## src/rtl/seq_det_arb.sv

```systemverilog
// seq_det_arb: four-requester round-robin arbiter that grants one requester a
// frame of FRAME_LEN serial bits and counts occurrences of PATTERN in it.
// The low PAT_LEN bits of PATTERN are matched; bit 0 is the most recent bit.
// Optional feature macro: SEQ_DET_OVERLAP_EN keeps the collected-bit count on
// a match so overlapping occurrences are also detected. The default build
// restarts collection after each match, so matches never overlap.
`default_nettype none

module seq_det_arb #(
  parameter logic [7:0] PATTERN   = 8'h07,
  parameter int         PAT_LEN   = 3,
  parameter int         FRAME_LEN = 8
) (
  input  logic       clk,
  input  logic       rst,
  input  logic [3:0] req,
  input  logic [3:0] din,
  output logic [3:0] gnt,
  output logic       busy,
  output logic       det,
  output logic       done,
  output logic [1:0] done_id,
  output logic       aborted,
  output logic [7:0] match_cnt
);

  typedef enum logic [1:0] {
    IDLE  = 2'd0,
    GRANT = 2'd1,
    RUN   = 2'd2,
    DONE  = 2'd3
  } state_e;

  // Pattern comparison only looks at the low PAT_LEN bits of the shift register.
  localparam logic [8:0] MASK_WIDE  = (9'd1 << PAT_LEN) - 9'd1;
  localparam logic [7:0] PAT_MASK   = MASK_WIDE[7:0];
  localparam logic [7:0] PAT_REF    = PATTERN & PAT_MASK;
  localparam logic [3:0] PAT_LEN_W  = 4'(PAT_LEN);
  localparam logic [8:0] FRAME_LAST = 9'(FRAME_LEN - 1);

  state_e     state_q;
  logic [1:0] rr_ptr_q;
  logic [1:0] winner_q;
  logic [7:0] shift_q;
  logic [3:0] bit_cnt_q;
  logic [8:0] frame_cnt_q;
  logic [7:0] cnt_q;
  logic [3:0] gnt_q;
  logic       busy_q;
  logic       det_q;
  logic       done_q;
  logic [1:0] done_id_q;
  logic       aborted_q;
  logic [7:0] match_out_q;

  logic [1:0] winner_d;
  logic [1:0] idx;
  logic [7:0] shift_d;
  logic [3:0] bit_cnt_inc;
  logic [3:0] bit_cnt_d;
  logic [7:0] cnt_d;
  logic       hit;

  // Round-robin pick: scan from the highest offset down so the requester
  // closest to rr_ptr_q (offset 0) is the last assignment and wins.
  always_comb begin
    winner_d = rr_ptr_q;
    idx      = '0;
    for (int i = 3; i >= 0; i--) begin
      idx = rr_ptr_q + 2'(i);
      if (req[idx]) begin
        winner_d = idx;
      end
    end
  end

  // Next values for one RUN sample: shift in the winner's bit, saturate the
  // collected-bit count at PAT_LEN, and decide whether this bit completes a match.
  always_comb begin
    shift_d     = (shift_q << 1) | {7'd0, din[winner_q]};
    bit_cnt_inc = (bit_cnt_q >= PAT_LEN_W) ? bit_cnt_q : bit_cnt_q + 4'd1;
    hit         = (bit_cnt_inc >= PAT_LEN_W) && ((shift_d & PAT_MASK) == PAT_REF);
`ifdef SEQ_DET_OVERLAP_EN
    bit_cnt_d   = bit_cnt_inc;
`else
    bit_cnt_d   = hit ? 4'd0 : bit_cnt_inc;
`endif
    cnt_d       = (hit && (cnt_q != 8'hFF)) ? cnt_q + 8'd1 : cnt_q;
  end

  // Arbiter/detector FSM with all outputs registered; reset clears everything at once.
  always_ff @(posedge clk or negedge rst) begin
    if (!rst) begin
      state_q     <= IDLE;
      rr_ptr_q    <= '0;
      winner_q    <= '0;
      shift_q     <= '0;
      bit_cnt_q   <= '0;
      frame_cnt_q <= '0;
      cnt_q       <= '0;
      gnt_q       <= '0;
      busy_q      <= 1'b0;
      det_q       <= 1'b0;
      done_q      <= 1'b0;
      done_id_q   <= '0;
      aborted_q   <= 1'b0;
      match_out_q <= '0;
    end else begin
      det_q <= 1'b0;
      case (state_q)
        IDLE: begin
          if (|req) begin
            winner_q <= winner_d;
            gnt_q    <= 4'b0001 << winner_d;
            busy_q   <= 1'b1;
            state_q  <= GRANT;
          end
        end
        GRANT: begin
          shift_q     <= '0;
          bit_cnt_q   <= '0;
          frame_cnt_q <= '0;
          cnt_q       <= '0;
          state_q     <= RUN;
        end
        RUN: begin
          if (!req[winner_q]) begin
            gnt_q       <= '0;
            done_q      <= 1'b1;
            done_id_q   <= winner_q;
            aborted_q   <= 1'b1;
            match_out_q <= cnt_q;
            state_q     <= DONE;
          end else begin
            shift_q     <= shift_d;
            bit_cnt_q   <= bit_cnt_d;
            cnt_q       <= cnt_d;
            det_q       <= hit;
            frame_cnt_q <= frame_cnt_q + 9'd1;
            if (frame_cnt_q == FRAME_LAST) begin
              gnt_q       <= '0;
              done_q      <= 1'b1;
              done_id_q   <= winner_q;
              match_out_q <= cnt_d;
              state_q     <= DONE;
            end
          end
        end
        DONE: begin
          done_q      <= 1'b0;
          done_id_q   <= '0;
          aborted_q   <= 1'b0;
          match_out_q <= '0;
          busy_q      <= 1'b0;
          rr_ptr_q    <= winner_q + 2'd1;
          state_q     <= IDLE;
        end
        default: begin
          state_q <= IDLE;
        end
      endcase
    end
  end

  assign gnt       = gnt_q;
  assign busy      = busy_q;
  assign det       = det_q;
  assign done      = done_q;
  assign done_id   = done_id_q;
  assign aborted   = aborted_q;
  assign match_cnt = match_out_q;

endmodule

`default_nettype wire

```

## config.mk

```make
export PLATFORM = sky130hd
export DESIGN_NAME = seq_det_arb
export DESIGN_NICKNAME = d
export VERILOG_FILES = /design/src/rtl/seq_det_arb.sv
export SDC_FILE = /design/constraint.sdc
export NUM_CORES = 1
export LEC_CHECK = 0
export BUFFER_PORTS_ARGS = -buffer_cell sky130_fd_sc_hd__clkbuf_2
export CORE_MARGIN = 10
export CORE_UTILIZATION = 30
export CTS_CLUSTER_DIAMETER = 60
export DETAILED_ROUTE_END_ITERATION = 7
export PLACE_DENSITY = 0.49
export SLEW_MARGIN = 10
export SYNTH_ARGS = -nofsm -noshare
export SYNTH_HDL_FRONTEND = slang
export SYNTH_SLANG_ARGS = --single-unit
export TNS_END_PERCENT = 30
```

## constraint.sdc

```tcl
create_clock -name clk -period 6.6 [get_ports clk]
set_input_delay 0.66 -clock clk [delete_from_list [all_inputs] [get_ports clk]]
set_output_delay 0.66 -clock clk [all_outputs]
set_load 0.02 [all_outputs]
```

==> impl_metrics.toml <==
[critical_path]
critPathKind = "reg -> reg"
r2r-start = "state_q[0]"
cp-end-kind = "flop"
cp_top_family = "compound AO/OA/AOI/OAI gates"
crit_path_start_kind = "flop"
worst-path-max-fanout = 22
crit_buf_inv = 1
cp-startpoint = "state_q[0]"
worst_path_max_delay_cell = "o22ai_1"
cp_cell_sequence = "inv_1 -> ha_1 -> nand2_1 -> o22ai_1 -> a22oi_1 -> nand3_1"
slowest_delay_ps = 960
cp.arrival_ps = 3070
cp_data_required_time_ps = 6850

[sta]
hold_viol_final = 0
layout_min_cycle_time_ps = 2817
maxSlewViolCount = 0
slew_headroom = 0.3167
fin_setup_tns_ps = 0
finalSetupViolations = 0
fmax_ghz = 0.3550
rsz0062_at_grt = "false"
period_share = 0.4268
skew_ps = 10.15
layout_setup_ws_ps = 3783
tightest_slew_ps = 1025

[logic_synthesis]
synthCells = 274
synth_edf_count = 0
yosysTopAreaCell = "dfrtp_1"
synth_top_family_by_area = "simple AND/OR/NAND/NOR gates"
synth_fa_ha_area_frac = 0.03400
avgSynthCellArea_um2 = 9.402
synth_mux_area_frac = 0.04468
synth-simple-area-share = 0.2166
synthTopCellsByCount = "47 x dfrtp_1, 33 x nand2_1, 24 x o21ai_0"
syn_area_um2 = 2576
synth.net_count = 291
yosysMostFrequentCell = "dfrtp_1"
yosysSeqAreaShare = 0.4565
ys_ff_latch = 47
synth_xor_area_frac = 0.02040
synth.area.top_cells = "dfrtp_1 46%, nand2_1 4.8%, o21ai_0 4.7%"
async_reset_ff_frac = 1.000
yosysWarnings = 0
synth_cell_types = 57
synth_top_cell_area_share = 0.4565
synth-main-ff-cell = "dfrtp_1"
synth_compound_area_frac = 0.1763

[clock_network]
cts_buffers = 5
postCtsSetupRepairBufs = 0
post_cts_resized = 0
clkTransAtPathRegs_ps = 100
clock_latency_ps = 310
cts_tree = "built"
cts_root_buffer = "clkbuf_8"
clock_path_buffers = 2
cts_sinks = 47
ctsHoldBuffers = 0
htree_levels = 2

[layout]
fin_cells = 404
drive_gt1_frac = 0.1672
diodes = 0
syn2layout_area_growth_pct = 13.11
final_cell_area_um2 = 2914
nNetsFinal = 315
nFillCells = 842

[drt]
drt_iter0_drc = 84
dr.pass1.iters = 5
detail-route-antenna-nets = 0
drc = 0
routedWlPerCell_um = 14.47
routed_via_density = 5.121
wirelength_um = 5845
vias = 2069

[place]
dp.cells = 396
dpl_cell_area_um2 = 2778
io_buffers = 27
dp_slack_ps = 3551
dp_hpwl_um = 4145
place_congestion = 0.7652

[floorplanning]
fp.dieW_um = 112.7
fp.coreArea_um2 = 8299
initial_core_util = 0.3104
die_h_um = 112.7
rows = 33
die_area_um2 = 12690
ioPinCount = 28

[grt]
grt_pass1_vias = 1983
grt_overflow_total = 0
gr-usage-all-layers = 0.09285
grt_max_degree = 48
antenna_found_initial = 0
grt_pass1_wl_um = 9956

[worst_hold_path]
hp-class = "in -> async"

[job]
maxCapViolCount = 0

[power_and_ir_drop]
p_per_area_nw_per_um2 = 380.4
peakVddDrop_mv = 0.1146
p_leak_nw = 1.307

[run_status]
run_status = "completed"
[per-layer routing]
layer | vias to the layer above | routed length, um | track usage
li1 | 1041 | - | -
met4 | 0 | 70 | 0.02792
met5 | - | 0 | 0
met3 | 6 | 273 | 0.02609
met1 | 991 | 2847 | 0.1204
met2 | 31 | 2652 | 0.1459
[layout by cell type, fill, tap and decap left out, types with 6 or more instances in the layout]
cell       n
nor2_1    15
nand3_1   21
inv_1     16
a21oi_1   12
dfrtp_1   47
o22ai_1    6
clkbuf_2  27
nand2_1   33
o21ai_0   24
ha_1       7
mux2i_1    7
[power breakdown]
part	internal [mW]	switching (mW)
combinational	0.157	0.279
clock	0.151	0.107
sequential	0.352	0.0625
[final cells by class]
| type | instances | area, um^2 | share of cell area |
|---|---|---|---|
| Clock inverter | 3 | 67.56 | 0.02319 |
| Tap cell | 105 | 131.4 | 0.04508 |
| Multi-Input combinational cell | 200 | 1267 | 0.4350 |
| Timing Repair Buffer | 28 | 142.6 | 0.04895 |
| Sequential cell | 47 | 1176 | 0.4036 |
| Inverter | 16 | 60.06 | 0.02061 |
| Clock buffer | 5 | 68.82 | 0.02362 |
[worst register-to-register path, stage by stage (launching register included)]
cell and delay [ps]:
dfrtp_1 410, inv_1 110, ha_1 410, nand2_1 540
o22ai_1 960, a22oi_1 210, nand3_1 130
[flip-flops by register name (all words and copies together), names as in the netlist]
name         flops
det              1
cnt_q            8
frame_cnt_q      9
winner_q         2
done_id          2
aborted          1
gnt              4
shift_q          2
rr_ptr_q         2
bit_cnt_q        4
done             1
match_cnt        8
state_q          2
busy             1
[cell families (layout without fill, tap and decap cells)]
kind of cell,count (synthesis),in the layout
and+or+nand+nor,108,108
AOI/OAI and AO/OA,69,69
DFF,47,47
buffers and inverters,27,52
muxes,10,10
adders and majority gates,7,7
xor gates and xnor gates,6,6
[final timing paths]
| path | slack (ps) | depth (start not counted) | to |
|---|---|---|---|
| setup / recovery | 3780 | 6 | match_cnt[4] |
| hold / removal | 440 | 2 | state_q[1] |
| setup reg to reg | 3780 | 6 | match_cnt[4] |
| hold reg to reg | 490 | 2 | done |
| max in group asynchronous | 5740 | 2 | frame_cnt_q[7] |
| min in group clk | 490 | 2 | done |
[through the flow]
step           hold WS, ps    util  power (mW)
2_1_floorplan        364.4       -      0.7585
6_report             439.8  0.3511       1.108
3_5_place_dp         471.7  0.3347      0.8634
3_3_place_gp         468.0  0.3347      0.8603
4_1_cts              474.0  0.3511       1.128
5_1_grt              507.6  0.3511       1.202
(Power assumes the default switching activity.)
